### config.mk
export PLATFORM = sky130hd
export DESIGN_NAME = urisc_mem_arbiter_flat
export DESIGN_NICKNAME = d
export VERILOG_FILES = /design/src/rtl/urisc_mem_arbiter_if.sv /design/src/rtl/urisc_mem_arbiter.sv /design/src/flat_wrapper.sv
export SDC_FILE = /design/constraint.sdc
export NUM_CORES = 1
export LEC_CHECK = 0
export CAP_MARGIN = 10
export CORE_MARGIN = 5
export CORE_UTILIZATION = 41
export DETAILED_ROUTE_END_ITERATION = 10
export PLACE_DENSITY = 0.8
export REMOVE_ABC_BUFFERS = 1
export SLEW_MARGIN = 0
export SYNTH_ARGS = -nofsm -noshare
export SYNTH_HDL_FRONTEND = slang
export SYNTH_SLANG_ARGS = --single-unit
export TNS_END_PERCENT = 5
### constraint.sdc
create_clock -name clk -period 2.2 [get_ports clk]
set_clock_uncertainty 0.1 [all_clocks]
set_input_delay 0.33 -clock clk [delete_from_list [all_inputs] [get_ports clk]]
set_output_delay 0.33 -clock clk [all_outputs]
set_load 0.01 [all_outputs]
### src/rtl/urisc_mem_arbiter_if.sv
// rtl/urisc_mem_arbiter_if.sv - requester and memory bus signals of the URISC memory arbiter
interface urisc_mem_arbiter_if #(
  parameter int ADDR_W = 9,
  parameter int DATA_W = 16
);
  logic              c_req;
  logic              c_we;
  logic              c_sel;
  logic [ADDR_W-1:0] c_addr;
  logic [DATA_W-1:0] c_wdata;
  logic              c_gnt;
  logic              c_done;
  logic              c_err;
  logic [DATA_W-1:0] c_rdata;

  logic              h_req;
  logic              h_we;
  logic              h_sel;
  logic [ADDR_W-1:0] h_addr;
  logic [DATA_W-1:0] h_wdata;
  logic              h_gnt;
  logic              h_done;
  logic              h_err;
  logic [DATA_W-1:0] h_rdata;

  logic [ADDR_W-1:0] MAR;
  logic [DATA_W-1:0] Data_out;
  logic              Data_CS;
  logic              Inst_CS;
  logic              Read;
  logic              Write;
  logic [DATA_W-1:0] Data_in;
  logic [DATA_W-1:0] Inst_in;

  modport slave (
    input  c_req, c_we, c_sel, c_addr, c_wdata,
    input  h_req, h_we, h_sel, h_addr, h_wdata,
    input  Data_in, Inst_in,
    output c_gnt, c_done, c_err, c_rdata,
    output h_gnt, h_done, h_err, h_rdata,
    output MAR, Data_out, Data_CS, Inst_CS, Read, Write
  );

  modport master (
    output c_req, c_we, c_sel, c_addr, c_wdata,
    output h_req, h_we, h_sel, h_addr, h_wdata,
    output Data_in, Inst_in,
    input  c_gnt, c_done, c_err, c_rdata,
    input  h_gnt, h_done, h_err, h_rdata,
    input  MAR, Data_out, Data_CS, Inst_CS, Read, Write
  );
endinterface

### src/rtl/urisc_mem_arbiter.sv
// rtl/urisc_mem_arbiter.sv - round-robin arbiter sharing the URISC Mem/ROM bus between core and host
module urisc_mem_arbiter #(
  parameter int ADDR_W  = 9,
  parameter int DATA_W  = 16,
  parameter int MEM_LAT = 1
) (
  input logic clk,
  input logic reset,
  urisc_mem_arbiter_if.slave arb_if
);

  typedef enum logic [1:0] {IDLE, ISSUE, WAIT, DONE} state_e;

  localparam logic       OWN_CORE = 1'b0;
  localparam logic       OWN_HOST = 1'b1;
  localparam logic [2:0] CNT_LAST = 3'(MEM_LAT - 1);

  state_e            state_q, state_d;
  logic              owner_q, owner_d;
  logic              last_q, last_d;
  logic              we_q, we_d;
  logic              sel_q, sel_d;
  logic              err_flag_q, err_flag_d;
  logic [2:0]        cnt_q, cnt_d;
  logic [ADDR_W-1:0] mar_q, mar_d;
  logic [DATA_W-1:0] dout_q, dout_d;
  logic [DATA_W-1:0] c_rdata_q, c_rdata_d, h_rdata_q, h_rdata_d;
  logic              c_gnt_q, c_gnt_d, h_gnt_q, h_gnt_d;
  logic              c_done_q, c_done_d, h_done_q, h_done_d;
  logic              c_err_q, c_err_d, h_err_q, h_err_d;
  logic              dcs_q, dcs_d, ics_q, ics_d, rd_q, rd_d, wr_q, wr_d;

  // Host wins when it is the sole requester or when both ask and the core went last.
  logic              win;
  logic              r_we, r_sel;
  logic [ADDR_W-1:0] r_addr;
  logic [DATA_W-1:0] r_wdata;
  logic [DATA_W-1:0] mem_rdata;

  assign win       = arb_if.h_req & (~arb_if.c_req | (last_q == OWN_CORE));
  assign r_we      = win ? arb_if.h_we    : arb_if.c_we;
  assign r_sel     = win ? arb_if.h_sel   : arb_if.c_sel;
  assign r_addr    = win ? arb_if.h_addr  : arb_if.c_addr;
  assign r_wdata   = win ? arb_if.h_wdata : arb_if.c_wdata;
  assign mem_rdata = sel_q ? arb_if.Inst_in : arb_if.Data_in;

  always_comb begin
    state_d    = state_q;
    owner_d    = owner_q;
    last_d     = last_q;
    we_d       = we_q;
    sel_d      = sel_q;
    err_flag_d = err_flag_q;
    cnt_d      = cnt_q;
    mar_d      = mar_q;
    dout_d     = dout_q;
    c_rdata_d  = c_rdata_q;
    h_rdata_d  = h_rdata_q;
    c_gnt_d    = 1'b0;
    h_gnt_d    = 1'b0;
    c_done_d   = 1'b0;
    h_done_d   = 1'b0;
    c_err_d    = 1'b0;
    h_err_d    = 1'b0;
    dcs_d      = 1'b0;
    ics_d      = 1'b0;
    rd_d       = 1'b0;
    wr_d       = 1'b0;

    case (state_q)
      IDLE: begin
        if (arb_if.c_req || arb_if.h_req) begin
          owner_d    = win;
          last_d     = win;
          we_d       = r_we;
          sel_d      = r_sel;
          err_flag_d = r_we & r_sel;
          mar_d      = r_addr;
          c_gnt_d    = ~win;
          h_gnt_d    = win;
          if (!r_we) begin
            rd_d  = 1'b1;
            dcs_d = ~r_sel;
            ics_d = r_sel;
          end else if (!r_sel) begin
            wr_d   = 1'b1;
            dcs_d  = 1'b1;
            dout_d = r_wdata;
          end
          state_d = ISSUE;
        end
      end
      ISSUE: begin
        cnt_d = 3'd0;
        if (we_q) begin
          c_done_d = (owner_q == OWN_CORE);
          h_done_d = (owner_q == OWN_HOST);
          c_err_d  = (owner_q == OWN_CORE) & err_flag_q;
          h_err_d  = (owner_q == OWN_HOST) & err_flag_q;
          state_d  = DONE;
        end else begin
          state_d = WAIT;
        end
      end
      WAIT: begin
        if (cnt_q == CNT_LAST) begin
          if (owner_q == OWN_HOST) h_rdata_d = mem_rdata;
          else                     c_rdata_d = mem_rdata;
          c_done_d = (owner_q == OWN_CORE);
          h_done_d = (owner_q == OWN_HOST);
          state_d  = DONE;
        end else begin
          cnt_d = cnt_q + 3'd1;
        end
      end
      DONE:    state_d = IDLE;
      default: state_d = IDLE;
    endcase
  end

  always_ff @(posedge clk) begin
    if (reset) begin
      state_q    <= IDLE;
      owner_q    <= OWN_CORE;
      last_q     <= OWN_HOST;
      we_q       <= 1'b0;
      sel_q      <= 1'b0;
      err_flag_q <= 1'b0;
      cnt_q      <= 3'd0;
      mar_q      <= '0;
      dout_q     <= '0;
      c_rdata_q  <= '0;
      h_rdata_q  <= '0;
      c_gnt_q    <= 1'b0;
      h_gnt_q    <= 1'b0;
      c_done_q   <= 1'b0;
      h_done_q   <= 1'b0;
      c_err_q    <= 1'b0;
      h_err_q    <= 1'b0;
      dcs_q      <= 1'b0;
      ics_q      <= 1'b0;
      rd_q       <= 1'b0;
      wr_q       <= 1'b0;
    end else begin
      state_q    <= state_d;
      owner_q    <= owner_d;
      last_q     <= last_d;
      we_q       <= we_d;
      sel_q      <= sel_d;
      err_flag_q <= err_flag_d;
      cnt_q      <= cnt_d;
      mar_q      <= mar_d;
      dout_q     <= dout_d;
      c_rdata_q  <= c_rdata_d;
      h_rdata_q  <= h_rdata_d;
      c_gnt_q    <= c_gnt_d;
      h_gnt_q    <= h_gnt_d;
      c_done_q   <= c_done_d;
      h_done_q   <= h_done_d;
      c_err_q    <= c_err_d;
      h_err_q    <= h_err_d;
      dcs_q      <= dcs_d;
      ics_q      <= ics_d;
      rd_q       <= rd_d;
      wr_q       <= wr_d;
    end
  end

  assign arb_if.c_gnt    = c_gnt_q;
  assign arb_if.h_gnt    = h_gnt_q;
  assign arb_if.c_done   = c_done_q;
  assign arb_if.h_done   = h_done_q;
  assign arb_if.c_err    = c_err_q;
  assign arb_if.h_err    = h_err_q;
  assign arb_if.c_rdata  = c_rdata_q;
  assign arb_if.h_rdata  = h_rdata_q;
  assign arb_if.MAR      = mar_q;
  assign arb_if.Data_out = dout_q;
  assign arb_if.Data_CS  = dcs_q;
  assign arb_if.Inst_CS  = ics_q;
  assign arb_if.Read     = rd_q;
  assign arb_if.Write    = wr_q;

endmodule

### src/flat_wrapper.sv
// flat-port wrapper written by rule: the top's interface ports become plain ports
module urisc_mem_arbiter_flat 
#(
  parameter int ADDR_W  = 9,
  parameter int DATA_W  = 16,
  parameter int MEM_LAT = 1
)
  (clk, reset, arb_if_c_req, arb_if_c_we, arb_if_c_sel, arb_if_c_addr, arb_if_c_wdata, arb_if_h_req, arb_if_h_we, arb_if_h_sel, arb_if_h_addr, arb_if_h_wdata, arb_if_Data_in, arb_if_Inst_in, arb_if_c_gnt, arb_if_c_done, arb_if_c_err, arb_if_c_rdata, arb_if_h_gnt, arb_if_h_done, arb_if_h_err, arb_if_h_rdata, arb_if_MAR, arb_if_Data_out, arb_if_Data_CS, arb_if_Inst_CS, arb_if_Read, arb_if_Write);
  urisc_mem_arbiter_if #(.ADDR_W(ADDR_W), .DATA_W(DATA_W)) arb_if_i ();
  input logic clk;
  input logic reset;
  input wire logic [$bits(arb_if_i.c_req)-1:0] arb_if_c_req;
  input wire logic [$bits(arb_if_i.c_we)-1:0] arb_if_c_we;
  input wire logic [$bits(arb_if_i.c_sel)-1:0] arb_if_c_sel;
  input wire logic [$bits(arb_if_i.c_addr)-1:0] arb_if_c_addr;
  input wire logic [$bits(arb_if_i.c_wdata)-1:0] arb_if_c_wdata;
  input wire logic [$bits(arb_if_i.h_req)-1:0] arb_if_h_req;
  input wire logic [$bits(arb_if_i.h_we)-1:0] arb_if_h_we;
  input wire logic [$bits(arb_if_i.h_sel)-1:0] arb_if_h_sel;
  input wire logic [$bits(arb_if_i.h_addr)-1:0] arb_if_h_addr;
  input wire logic [$bits(arb_if_i.h_wdata)-1:0] arb_if_h_wdata;
  input wire logic [$bits(arb_if_i.Data_in)-1:0] arb_if_Data_in;
  input wire logic [$bits(arb_if_i.Inst_in)-1:0] arb_if_Inst_in;
  output wire logic [$bits(arb_if_i.c_gnt)-1:0] arb_if_c_gnt;
  output wire logic [$bits(arb_if_i.c_done)-1:0] arb_if_c_done;
  output wire logic [$bits(arb_if_i.c_err)-1:0] arb_if_c_err;
  output wire logic [$bits(arb_if_i.c_rdata)-1:0] arb_if_c_rdata;
  output wire logic [$bits(arb_if_i.h_gnt)-1:0] arb_if_h_gnt;
  output wire logic [$bits(arb_if_i.h_done)-1:0] arb_if_h_done;
  output wire logic [$bits(arb_if_i.h_err)-1:0] arb_if_h_err;
  output wire logic [$bits(arb_if_i.h_rdata)-1:0] arb_if_h_rdata;
  output wire logic [$bits(arb_if_i.MAR)-1:0] arb_if_MAR;
  output wire logic [$bits(arb_if_i.Data_out)-1:0] arb_if_Data_out;
  output wire logic [$bits(arb_if_i.Data_CS)-1:0] arb_if_Data_CS;
  output wire logic [$bits(arb_if_i.Inst_CS)-1:0] arb_if_Inst_CS;
  output wire logic [$bits(arb_if_i.Read)-1:0] arb_if_Read;
  output wire logic [$bits(arb_if_i.Write)-1:0] arb_if_Write;
  assign arb_if_i.c_req = arb_if_c_req;
  assign arb_if_i.c_we = arb_if_c_we;
  assign arb_if_i.c_sel = arb_if_c_sel;
  assign arb_if_i.c_addr = arb_if_c_addr;
  assign arb_if_i.c_wdata = arb_if_c_wdata;
  assign arb_if_i.h_req = arb_if_h_req;
  assign arb_if_i.h_we = arb_if_h_we;
  assign arb_if_i.h_sel = arb_if_h_sel;
  assign arb_if_i.h_addr = arb_if_h_addr;
  assign arb_if_i.h_wdata = arb_if_h_wdata;
  assign arb_if_i.Data_in = arb_if_Data_in;
  assign arb_if_i.Inst_in = arb_if_Inst_in;
  assign arb_if_c_gnt = arb_if_i.c_gnt;
  assign arb_if_c_done = arb_if_i.c_done;
  assign arb_if_c_err = arb_if_i.c_err;
  assign arb_if_c_rdata = arb_if_i.c_rdata;
  assign arb_if_h_gnt = arb_if_i.h_gnt;
  assign arb_if_h_done = arb_if_i.h_done;
  assign arb_if_h_err = arb_if_i.h_err;
  assign arb_if_h_rdata = arb_if_i.h_rdata;
  assign arb_if_MAR = arb_if_i.MAR;
  assign arb_if_Data_out = arb_if_i.Data_out;
  assign arb_if_Data_CS = arb_if_i.Data_CS;
  assign arb_if_Inst_CS = arb_if_i.Inst_CS;
  assign arb_if_Read = arb_if_i.Read;
  assign arb_if_Write = arb_if_i.Write;
  urisc_mem_arbiter #(.ADDR_W(ADDR_W), .DATA_W(DATA_W), .MEM_LAT(MEM_LAT)) u_core (.clk(clk), .reset(reset), .arb_if(arb_if_i));
endmodule
==> summary.txt, run 1 <==
Clocking
  – CTS tree: done
  – Quantity of gates resized following cts: 0
  – Skew-Pair Late Insertion Delay: 340 ps
  – CTS Buf Count: 9
  – Post-CTS Hold Buffers: 0
  – Root Driver: clkbuf_8
  – Clock Path Buffers: 2
  – CTS sink count: 77
  – H-tree levels: 3
  – Clock transition at path regs: 80 ps
  – Setup bufs post-CTS: 0

Timing
  – RSZ-0062 raised after global routing: no
  – Slew @ Worst Pin: 437 ps
  – Minimum clock period after layout: 2090 ps
  – Final Cycle Share: 95.1%
  – Max-slew headroom: 70.9%
  – WHS: 253 ps
  – Final setup margin: 107 ps
  – Hold Fails Final Rpt: 0
  – Final setup violation count: 0
  – Fmax: 0.478 GHz
  – Max Slew Vio Count: 0
  – Setup TNS: 0 ps

Synthesis
  – Yosys Warn Count: 0
  – Post-synth EDFFs: 0
  – Cells after synthesis: 359
  – Post-synth cell types: 35
  – Synth Cell Area: 3300 um^2
  – Prevailing post-synth register cell: dfxtp_1
  – Sequential-to-total area share from yosys stat: 46.6%
  – Synth async-reset ratio: 0%
  – Flops & latches, synth: 77
  – Average size of a mapped cell: 9.20 um^2

Layout
  – Finished Cell Area: 5330 um^2
  – Nets: 610
  – Synth-to-Final Area Change: 61.2%
  – Area occupied by multi-input gates: 1550 um^2
  – Register Area: 1540 um^2
  – Commonest cells after routing, fill and taps aside: clkdlybuf4s50_1, dfxtp_1, nor2_1
  – Non-filler cells, final: 621
  – Fraction of layout cells with a size suffix above 1: 9.44%
  – Antenna Diode Count: 0
  – Fillers: 626
  – Most common cell after layout, fill and taps aside: clkdlybuf4s50_1

Setup path
  – Critical path's slowest cell: clkdlybuf4s50_1
  – Arr. time, crit path: 2230 ps
  – Reg2reg setup slack: 210 ps
  – Cell Chain, Critical Path: clkdlybuf4s50_1 > a21boi_2 > mux2_4 > or3b_1 > buf_12 > a221oi_1
  – Family with the most delay on the worst path: buffers and inverters
  – CP Launch Type: primary input
  – Worst Path Buf+Inv: 2
  – CP startpoint: arb_if_h_req
  – Worst flop-to-flop path endpoint: u_core.arb_if.Data_out[0]$_SDFFE_PP0P_
  – Crit Path Category: in2reg
  – WP data required: 2330 ps
  – CP Capture Type: register
  – Reg-to-reg critical path startpoint: u_core.last_q$_SDFFE_PP1P_
  – Largest incremental delay on the critical path: 460 ps
  – Worst-case reg-to-reg path depth: 5
  – Crit Path Max Fanout: 17

Hold path
  – WHS Endpoint: u_core.state_q[1]$_SDFFE_PP0P_
  – Hold depth: 2
  – Min-Delay Path Class: in2reg
  – Hold_sp: reset

Placed design
  – Placement Cell Area: 5060 um^2
  – Final RePlAce weighted congestion: 0.823
  – PortBufs: 156
  – Placed cell count: 605
  – Post-DP HPWL: 7.64 mm
  – Pre-CTS setup slack: -264 ps

Floorplan
  – Row count: 32
  – DIE WIDTH: 99.8 um
  – Initial Util: 42.3%
  – Total die area: 9960 um^2
  – Die Y: 99.8 um
  – Io pins: 157
  – Core Area: 7810 um^2

Drt
  – Final WL: 10.2 mm
  – Via-to-Cell Ratio: 5.13
  – DRC Markers: 0
  – DR WL/cell: 16.4 um
  – Detail Route Antenna Nets: 0
  – Initial DRC Count: 114
  – DRT Pass-1 Iters: 4
  – Vias: 3,183

GRT
  – Overall global routing resource usage: 20.6%
  – GRT overflow: 0
  – First-pass GRT wire length: 16.4 mm
  – Number of global-route vias before repair: 3,340
  – Largest net degree at the start of global routing: 62
  – Initial antenna violation count: 0

Status
  – Outcome: completed

Power and ir drop
  – Static Leak: 1.90 nW
  – VDD IR-drop max: 0.547 mV
  – PwrDens: 1000 nW/um^2

Flow run
  – Maxcap violations: 0
registers in the layout, summed over array words and instances, names as in the netlist:
signal,count
u_core.arb_if.Data_CS,1
u_core.arb_if.Data_out,16
u_core.arb_if.Inst_CS,1
u_core.arb_if.MAR,9
u_core.arb_if.Read,1
u_core.arb_if.Write,1
u_core.arb_if.c_done,1
u_core.arb_if.c_err,1
u_core.arb_if.c_gnt,1
u_core.arb_if.c_rdata,16
u_core.arb_if.h_done,1
u_core.arb_if.h_err,1
u_core.arb_if.h_gnt,1
u_core.arb_if.h_rdata,16
u_core.cnt_q,3
u_core.err_flag_q,1
u_core.last_q,1
u_core.owner_q,1
u_core.sel_q,1
u_core.state_q,2
u_core.we_q,1
synthesized netlist by cell type, drive strengths merged, types with 2 or more instances:
library cell	instances	share of area (%)
a211oi	35	8.0
a21boi	2	0.57
a21oi	8	1.2
a221oi	16	5.9
a311oi	9	2.4
and2	2	0.38
and4b	3	0.91
buf	4	0.98
clkbuf	25	2.8
dfxtp	77	47
ha	6	2.3
inv	24	2.7
mux2i	17	5.1
nand2	25	2.8
nand2b	2	0.38
nor2	53	6.0
nor3	3	0.45
nor4b	2	0.53
o21ai	4	0.61
o31ai	16	3.6
or3	16	3.0
per-layer routing:
layer	vias to the layer above	track usage, %	share of wire [%]	wire [um]
li1	1600	-	-	-
met1	1495	22.5	39	3920
met2	69	38.8	55	5610
met3	19	3.89	3.4	344
met4	0	8.30	3.0	306
met5	-	0	0	0
logic make-up after synthesis:
group,count (synthesis),synth area share [%]
AO/OA/AOI/OAI,94,23.3
adder cells (fa/ha/maj),6,2.27
buffers and inverters,53,6.55
flip-flops,77,46.6
multiplexers,18,5.60
AND/OR/NAND/NOR,111,15.6
report_power, final:
part / internal, mW / switching, mW / total (mW)
clock network: 0.874 / 0.536 / 1.41
registers: 1.69 / 0.150 / 1.84
logic: 1.07 / 1.04 / 2.11
worst reg2reg max path, cell delays in order (launching register included):
cell,delay [ps]
dfxtp_1,360
a21boi_2,210
mux2_4,320
or3b_1,400
buf_12,180
a221oi_1,310
metrics by stage:
stage | utilization, % | total power, mW
after floorplan | - | 2.88
after detailed placement | 64.8 | 3.98
after CTS | 68.2 | 5.40
after global placement | 64.8 | 3.92
after global routing | 68.2 | 5.69
final | 68.2 | 5.35
worst max-delay path by stage:
stage	end	slack, ps	cells past startpoint
floorplan	u_core.arb_if.Data_out[0]$_SDFFE_PP0P_	-370	4
detailed placement	u_core.arb_if.Data_out[0]$_SDFFE_PP0P_	-260	6
CTS	u_core.arb_if.Data_out[0]$_SDFFE_PP0P_	90	6
global placement	u_core.arb_if.Data_out[4]$_SDFFE_PP0P_	-160	6
global route	u_core.arb_if.Data_out[0]$_SDFFE_PP0P_	50	6
finish	u_core.arb_if.Data_out[0]$_SDFFE_PP0P_	110	6
cell type report:
type | instances | area share (%)
repair buffers | 173 | 32.8
clock inverters | 7 | 2.72
multi-input cells | 229 | 29.1
inverters | 24 | 1.69
well taps | 102 | 2.40
flip-flops and latches | 77 | 28.9
clock buffers | 9 | 2.33
(Power assumes the default switching activity.)
==> run 2, diff against run 1 <==
--- a/config.mk
+++ b/config.mk
@@ -6,10 +6,12 @@
 export NUM_CORES = 1
 export LEC_CHECK = 0
 export CAP_MARGIN = 10
+export CORE_ASPECT_RATIO = 0.5
 export CORE_MARGIN = 5
-export CORE_UTILIZATION = 41
+export CORE_UTILIZATION = 37
+export CTS_CLUSTER_DIAMETER = 40
 export DETAILED_ROUTE_END_ITERATION = 10
-export PLACE_DENSITY = 0.8
+export PLACE_DENSITY = 0.77
 export REMOVE_ABC_BUFFERS = 1
 export SLEW_MARGIN = 0
 export SYNTH_ARGS = -nofsm -noshare
==> constraint.sdc (replaced) <==
create_clock -name clk -period 1.92 [get_ports clk]
set_clock_uncertainty 0.1 [all_clocks]
set_input_delay 0.288 -clock clk [delete_from_list [all_inputs] [get_ports clk]]
set_output_delay 0.288 -clock clk [all_outputs]
set_load 0.01 [all_outputs]
==> summary.txt, run 2 (synthesized netlist as in run 1, its figures left out) <==
Status
  – Outcome: completed

Timing
  – Setup TNS: 0 ps (unchanged)
  – Final Cycle Share: 97.6%
  – RSZ-0062 raised after global routing: yes
  – Slew @ Worst Pin: 443 ps (+6.27 ps)
  – Final setup margin: 45.6 ps (-61.6 ps)
  – WHS: 237 ps (-16.0 ps)
  – Final setup violation count: 0 (unchanged)
  – Max Slew Vio Count: 0 (unchanged)
  – Minimum clock period after layout: 1870 ps
  – Fmax: 0.534 GHz
  – Hold Fails Final Rpt: 0 (unchanged)
  – Max-slew headroom: 70.4% (-0.46 points)

Layout
  – Synth-to-Final Area Change: 66.8%
  – Commonest cells after routing, fill and taps aside: clkdlybuf4s50_1, dfxtp_1, nor2_1
  – Nets: 617 (+1.1%)
  – Area occupied by multi-input gates: 1610 um^2 (+3.5%)
  – Fraction of layout cells with a size suffix above 1: 12.2% (+2.7 points)
  – Fillers: 744 (+19%)
  – Non-filler cells, final: 643 (+3.5%)
  – Antenna Diode Count: 0 (unchanged)
  – Most common cell after layout, fill and taps aside: clkdlybuf4s50_1
  – Register Area: 1540 um^2 (about the same)
  – Core Util, Final: 63.3% (-4.9 points)

Setup path
  – Largest incremental delay on the critical path: 440 ps (-20 ps)
  – Crit Path Max Fanout: 4 (-13)
  – Crit Path Category: reg2reg
  – Reg2reg setup slack: 50 ps (-160 ps)
  – CP Launch Type: register
  – Cell Chain, Critical Path: a21boi_4 > mux2_4 > or3b_4 > buf_16 > a221oi_2
  – CP Capture Type: register
  – Critical path's slowest cell: or3b_4
  – Worst flop-to-flop path endpoint: u_core.arb_if.Data_out[15]$_SDFFE_PP0P_
  – WP data required: 2060 ps (-270 ps)
  – Worst-case reg-to-reg path depth: 5 (unchanged)
  – Reg-to-reg critical path startpoint: u_core.last_q$_SDFFE_PP1P_
  – Arr. time, crit path: 2020 ps (-210 ps)

GRT
  – Met3 Use GR: 5.16% (+1.3 points)
  – Global Route met2 Usage: 30.6% (-8.2 points)
  – Largest net degree at the start of global routing: 34 (-45%)
  – Initial antenna violation count: 0 (unchanged)
  – GRT met1 Usage: 19.6% (-2.9 points)
  – Global route hottest layer: met2
  – Overall global routing resource usage: 17.4% (-3.2 points)
  – GRT overflow: 0 (unchanged)
  – First-pass GRT wire length: 15.4 mm (-6.0%)
  – Number of global-route vias before repair: 3,144 (-5.9%)

Drt
  – DRC Markers: 0 (unchanged)
  – Vias: 3,213 (+0.94%)
  – DR WL/cell: 15.1 um (-7.8%)
  – Final WL: 9.72 mm (-4.5%)
  – Via-to-Cell Ratio: 5.00 (-2.5%)
  – Detail Route Antenna Nets: 0 (unchanged)
  – DRT Pass-1 Iters: 4 (unchanged)
  – Initial DRC Count: 92 (-19%)

Hold path
  – Min-Delay Path Class: in2reg
  – Hold depth: 2 (unchanged)
  – WHS Endpoint: u_core.cnt_q[1]$_SDFFE_PP0P_
  – Hold_sp: reset

Placed design
  – Placed cell count: 625 (+3.3%)
  – Pre-CTS setup slack: -538 ps (-274 ps)
  – Final RePlAce weighted congestion: 0.842 (+2.3%)
  – PortBufs: 156 (unchanged)
  – Post-DP HPWL: 7.12 mm (-6.8%)

Clocking
  – Root Driver: clkbuf_16
  – CTS sink count: 77 (unchanged)
  – Post-CTS Hold Buffers: 0 (unchanged)
  – Clock Path Buffers: 2 (unchanged)
  – CTS tree: done
  – H-tree levels: 3 (unchanged)
  – Clock transition at path regs: 60 ps (-20 ps)
  – Skew-Pair Late Insertion Delay: 330 ps (about the same)
  – CTS Buf Count: 9 (unchanged)

Flow run
  – Maxcap violations: 0 (unchanged)

Power and ir drop
  – Static Leak: 1.98 nW (+3.9%)
  – VDD IR-drop max: 0.649 mV (+19%)
  – PwrDens: 1130 nW/um^2 (+12%)

Floorplan
  – Total die area: 11,000 um^2 (+11%)
  – Die Y: 76.8 um (-23%)
  – Initial Util: 37.9% (-4.4 points)
  – Io pins: 157 (unchanged)
  – Row count: 24 (-25%)
  – DIE WIDTH: 144 um (+44%)
  – Core Area: 8710 um^2 (+12%)
[run 2: cell types whose count changed in the layout (fill, tap and decap cells not counted), moves of 2 or more]
cell and delta:
clkbuf_16 +9, clkbuf_8 -8, a221oi_1 -7, a221oi_2 +7, bufinv_16 -4, buf_12 +3
buf_4 +3, clkinv_2 +3, clkbuf_1 +2, clkdlybuf4s50_1 -2, dlygate4sd2_1 +2
[run 2: layer usage]
metal  vias to the layer above  routed length (um)
li1                       1622                   -
met1                      1483                3960
met2                        88                4870
met3                        20                 662
met4                         0                 221
met5                         -                   0
[run 2: how the worst max path moves through the flow]
| stage | from | to | slack [ps] |
|---|---|---|---|
| floorplan | u_core.last_q$_SDFFE_PP1P_ | u_core.arb_if.Data_out[0]$_SDFFE_PP0P_ | -650 |
| detailed placement | arb_if_h_req | u_core.arb_if.Data_out[0]$_SDFFE_PP0P_ | -540 |
| finish | u_core.last_q$_SDFFE_PP1P_ | u_core.arb_if.Data_out[15]$_SDFFE_PP0P_ | 50 |
| global placement | arb_if_h_req | u_core.arb_if.Data_out[4]$_SDFFE_PP0P_ | -440 |
| CTS | u_core.last_q$_SDFFE_PP1P_ | u_core.arb_if.Data_out[12]$_SDFFE_PP0P_ | -80 |
| global route | u_core.last_q$_SDFFE_PP1P_ | u_core.arb_if.Data_out[15]$_SDFFE_PP0P_ | -50 |
[run 2: through the flow]
step | total power, mW | instance area (um^2)
2_1_floorplan | 3.30 | 3180
3_5_place_dp | 4.65 | 5140
3_3_place_gp | 4.59 | 5140
5_1_grt | 6.60 | 5510
6_report | 6.22 | 5510
4_1_cts | 6.30 | 5520
[run 2: power breakdown]
group,switching (mW),internal [mW]
logic,1.21,1.35
clock network,0.630,0.906
registers,0.188,1.94
total,2.03,4.19
[run 2: final cells by class]
type	instances	area share (%)
clock buffers	12	4.47
inverters	24	1.63
well taps	117	2.66
repair buffers	180	33.7
flip-flops and latches	77	28.0
multi-input cells	229	29.2
clock inverters	4	0.431
[run 2: timing repair]
item / in CTS / in global routing
gates resized for setup: 11 / 4
pin swaps: 9 / 7
setup buffers: 1 / 0
gates cloned: 2 / 0
endpoints found under the setup margin: 16 / 16
endpoints found under the hold margin: 0 / 0
[run 2: worst max-delay path, delay by kind of cell (launching register included)]
family	cells	cell delay (ps)
flops	1	330
simple gates	1	440
mux	1	320
buf+inv	1	160
compound gates	2	430
==> edit 1: new RTL, config.mk and constraints of run 2 <==
Re-encode `state_e` (4 states) as Gray code, 2 bits wide.
--- a/src/rtl/urisc_mem_arbiter.sv
+++ b/src/rtl/urisc_mem_arbiter.sv
@@ -9,7 +9,7 @@
   urisc_mem_arbiter_if.slave arb_if
 );
 
-  typedef enum logic [1:0] {IDLE, ISSUE, WAIT, DONE} state_e;
+  typedef enum logic [1:0] {IDLE = 2'b00, ISSUE = 2'b01, WAIT = 2'b11, DONE = 2'b10} state_e;
 
   localparam logic       OWN_CORE = 1'b0;
   localparam logic       OWN_HOST = 1'b1;
Function: no difference found for any inputs over 10 cycles, from zero or initial values and one cycle with reset high; not proved beyond that.
==> edit 1 against run 2 <==
  * Worst setup slack better by 0.025 ns
  * Critical path type is now input pin to flop
  * Via count fell by 8.6%
  * Die area down 0.24%
  * Largest cell class unchanged
  * Cell area is 1.7% lower
  * First-iteration DRC count shrank 29%
  * Sequential cell count is the same
  * Wire length decreased by 8.0%
  * Area after synthesis decreased by 0.27%
  * Critical endpoint is now u_core.arb_if.Data_out[14]
Power is not compared: it rests on default switching activity, and its combinational part moved more than twofold at a synthesized area within 25%.
==> edit 1: results (changes against run 2) <==
[setup_path]
crit_family=buffers and inverters
worst-r2r-setup-slack_ns=0.08  ; +0.03 ns
worst_r2r_endpoint=u_core.arb_if.Data_out[14]
path_max_fanout=16  ; +12
criticalPathCategory=input pin to flop
slowest_stage=clkdlybuf4s50_1
startpoint=arb_if_c_sel
worstPathArrival_ns=1.98  ; -0.04 ns

[clock_tree]
cts-htree-levels=3  ; unchanged
cts.path.max_buffers=2  ; unchanged
clk_pin_slew_ns=0.06  ; about the same
clk_latency_ns=0.34
postCtsSetupBuffers=0  ; -1

[grt]
antenna_found_initial=0  ; unchanged
grt_pass1_vias=2914  ; -7.3%
grt_max_degree=33  ; -2.9%
grt_usage=0.163  ; -0.0107
grt_pass1_wl_mm=14.2  ; -8.0%

[detailed_routing]
routed_via_density=4.74  ; -5.2%
routedWlPerCell_um=14.4  ; -4.6%
dr.pass1.iters=6  ; +2
drtIter0Drc=65  ; -29%
num_vias=2937  ; -8.6%

[synthesis]
synth_ff_type=dfxtp_1
ys_types=32  ; -8.6%
ys_warn_count=0  ; unchanged
synth_seq_area_share=0.468  ; +0.00124
syn_area_per_cell_sq_um=9.69  ; +5.3%
netlist_top_cells_area=dfxtp_1, mux2i_1, a211oi_1
synth_common_cells=dfxtp_1, nor2_1, mux2i_1, a211oi_1, nor2b_1

[layout]
diodes=0  ; unchanged
fill_cells=741  ; -0.40%
drive_above_1_share=0.109  ; -0.0123
nets=590  ; -4.4%

[placement]
placed_cell_area_sq_um=5100  ; -0.83%
gp_congestion=0.761  ; -9.6%
dp_hpwl_mm=6.84  ; -3.9%
post-place-cells=604  ; -3.4%
io_buffer_count=156  ; unchanged

[status]
status=completed

[worst_hold_path]
hold_path_class=input pin to flop

[power_and_ir_drop]
ir_drop_v=0.000541
p_leak_uw=0.00203

[sta]
relSlewSlack=0.652  ; -0.0524

edit 1: metrics by stage:
stage | total power, uW | setup WS (ns) | utilization
after CTS | 4410 | 0.0217 | 0.621
after floorplan | 2120 | -1.18 | -
after detailed placement | 2610 | -0.485 | 0.585
after global placement | 2590 | -0.439 | 0.585
final | 4360 | 0.0707 | 0.622
after global routing | 4560 | 0.0407 | 0.622
edit 1: how the worst min path moves through the flow:
stage / start / cells after the start / endpoint / slack [ns]
floorplan: reset / 1 / u_core.cnt_q[2] / 0.26
global placement: u_core.err_flag_q / 2 / u_core.err_flag_q / 0.35
detailed placement: u_core.err_flag_q / 2 / u_core.err_flag_q / 0.36
CTS: reset / 2 / u_core.cnt_q[1] / 0.31
global route: reset / 2 / u_core.cnt_q[1] / 0.34
finish: reset / 2 / u_core.cnt_q[1] / 0.31
edit 1: metal layers:
metal	vias up	GRT usage	wire (um)
met1	1317	0.178	3570
met2	86	0.279	4420
met3	25	0.0597	630
met5	-	0	0
li1	1509	-	-
met4	0	0.0808	316
edit 1: cell type report:
cell class | instances | area [sq um] | share of cell area
repair buffers | 173 | 1740 | 0.322
multi-input cells | 231 | 1650 | 0.304
flip-flops and latches | 77 | 1540 | 0.285
clock buffers | 10 | 229 | 0.0423
well taps | 117 | 146 | 0.0270
clock inverters | 6 | 87.6 | 0.0162
inverters | 6 | 22.5 | 0.00416
edit 1: kinds of logic after synthesis:
group	after synthesis	synth area share
and+or+nand+nor	112	0.158
buffers and inverters	32	0.0402
AOI/OAI and AO/OA	58	0.129
DFF	77	0.468
muxes	59	0.197
adders and majority gates	2	0.00759
edit 1: where the power goes:
group	switching (uW)	internal, uW
clock	655	1130
combinational	339	489
sequential	50.7	1690
edit 1: worst register-to-register path: stages (launching register included):
cell and delay, ns:
dfxtp_2 0.35, a21boi_4 0.07, or3_1 0.31, a2111o_1 0.42, buf_12 0.18, mux2_4 0.30
edit 1: repair_timing:
item	CTS	global route
endpoints found under the setup margin	16	40
pin swaps	1	0
resized for setup	3	3
hold endpoints to repair	0	0
cloned	0	0
==> edit 2: new RTL, flow settings as in run 2 <==
Without the edit above. `ADDR_W` is set to 9 in 3 places; all go to 8.
--- a/src/rtl/urisc_mem_arbiter_if.sv
+++ b/src/rtl/urisc_mem_arbiter_if.sv
@@ -1,6 +1,6 @@
 // rtl/urisc_mem_arbiter_if.sv - requester and memory bus signals of the URISC memory arbiter
 interface urisc_mem_arbiter_if #(
-  parameter int ADDR_W = 9,
+  parameter int ADDR_W = 8,
   parameter int DATA_W = 16
 );
   logic              c_req;
--- a/src/rtl/urisc_mem_arbiter.sv
+++ b/src/rtl/urisc_mem_arbiter.sv
@@ -1,6 +1,6 @@
 // rtl/urisc_mem_arbiter.sv - round-robin arbiter sharing the URISC Mem/ROM bus between core and host
 module urisc_mem_arbiter #(
-  parameter int ADDR_W  = 9,
+  parameter int ADDR_W  = 8,
   parameter int DATA_W  = 16,
   parameter int MEM_LAT = 1
 ) (
--- a/src/flat_wrapper.sv
+++ b/src/flat_wrapper.sv
@@ -1,7 +1,7 @@
 // flat-port wrapper written by rule: the top's interface ports become plain ports
 module urisc_mem_arbiter_flat 
 #(
-  parameter int ADDR_W  = 9,
+  parameter int ADDR_W  = 8,
   parameter int DATA_W  = 16,
   parameter int MEM_LAT = 1
 )
Interface: changed (resized arb_if_MAR, arb_if_c_addr and arb_if_h_addr); port bits go from 157 to 154. No check against the original RTL was run, so the function may have changed too.
==> edit 2 against run 2 <==
  * Area after synthesis fell by 0.76%
  * Power up 3.2%
  * Sequential cell count is 1 lower
  * Cell area shrank 1.0%
  * Wire length is 3.6% lower
  * Worst setup slack got worse by 0.0059 ns
  * Die area decreased by 0.68%
  * Non-clock buffer count decreased by 3
  * Core utilization fell by 0.42 points
  * Largest power group unchanged
==> edit 2: results (changes against run 2) <==
[grt]
grt_usage=0.171  ; -0.00235
grt_pass1_vias=3040  ; -3.3%

[detailed_routing]
wl_met2_mm=4.58  ; -6.1%
met3_length_um=674  ; +1.8%
num_vias=3168  ; -1.4%
wl_met1_mm=3.97  ; +0.25%
routed_via_density=4.99  ; -0.16%
drtIter0Drc=82  ; -11%

[setup_path]
path_max_fanout=7  ; +3
crit_family=compound AO/OA/AOI/OAI gates
worst_r2r_endpoint=u_core.arb_if.Data_out[3]

[synthesis]
synth_seq_area_share=0.464  ; -0.00254
netlist_top_cells_area=dfxtp_1, a211oi_1, nor2_1
syn-cell-area_sq_um=3280  ; -0.76%
netlist_instances=354  ; -1.4%
synth_common_cells=dfxtp_1, nor2_1, a211oi_1, clkbuf_1, inv_1

[power_and_ir_drop]
sw_frac_of_total=0.309  ; -0.0171
ir_drop_v=0.000571  ; -12%

[layout]
nets=607  ; -1.6%

[status]
status=completed

[placement]
gp_congestion=0.787  ; -6.6%
post-place-cells=617  ; -1.3%
dp_hpwl_mm=7.06  ; -0.77%
io_buffer_count=153  ; -1.9%

[sta]
worst_slew_pin_slew_ns=0.558  ; +0.115 ns

[edit 2: cells by family (layout without fill, tap and decap cells)]
logic type	after synthesis	in the layout	share of synthesized area
AO/OA/AOI/OAI	93	93	0.232
AND/OR/NAND/NOR	108	108	0.154
multiplexers	18	18	0.0565
buffers and inverters	53	217	0.0706
adder cells (fa/ha/maj)	6	6	0.0229
flip-flops	76	76	0.464
[edit 2: repair_timing]
action,in CTS,in global routing
gates cloned,1,0
setup endpoints to repair,16,40
gates resized for setup,12,5
buffers inserted,1,0
pin swaps,2,3
hold buffers,0,0
endpoints found under the hold margin,0,0
[edit 2: power by group through the flow]
stage                     registers, uW  clock network (uW)  logic [uW]
after detailed placement           2100                   0        2380
after floorplan                    2270                   0         975
after global routing               2120                2020        2670
after CTS                          2070                1950        2440
final                              2070                1910        2440
after global placement             2090                   0        2340
[edit 2: metal layers]
layer  global-route usage  up-vias
li1                     -     1604
met1                0.204     1462
met2                0.288       86
met3               0.0589       16
met4               0.0569        0
met5                    0        -
[edit 2: worst min path at each step]
stage | slack (ns) | endpoint | depth (start not counted)
6_report | 0.34 | u_core.state_q[1] | 2
5_1_grt | 0.36 | u_core.state_q[1] | 2
4_1_cts | 0.31 | u_core.state_q[1] | 2
3_5_place_dp | 0.35 | u_core.arb_if.Data_out[7] | 2
3_3_place_gp | 0.35 | u_core.arb_if.Data_out[15] | 2
2_1_floorplan | 0.25 | u_core.arb_if.Data_out[10] | 1
[edit 2: final cells by class]
| cell class | instances | area (sq um) |
|---|---|---|
| Clock buffer | 10 | 229 |
| Tap cell | 117 | 146 |
| Inverter | 24 | 90.1 |
| Sequential cell | 76 | 1520 |
| Multi-Input combinational cell | 225 | 1580 |
| Fill cell | 756 | 3220 |
| Clock inverter | 6 | 111 |
| Timing Repair Buffer | 177 | 1770 |
[edit 2: through the flow]
stage	instance area, sq um	util	setup TNS [ns]	setup WS (ns)
after CTS	5430	0.625	0	0.00231
after detailed placement	5020	0.578	-8.09	-0.475
after global placement	5020	0.578	-7.96	-0.484
after global routing	5460	0.629	-0.0943	-0.0370
final	5460	0.629	0	0.0398
after floorplan	3140	-	-21.89	-0.625
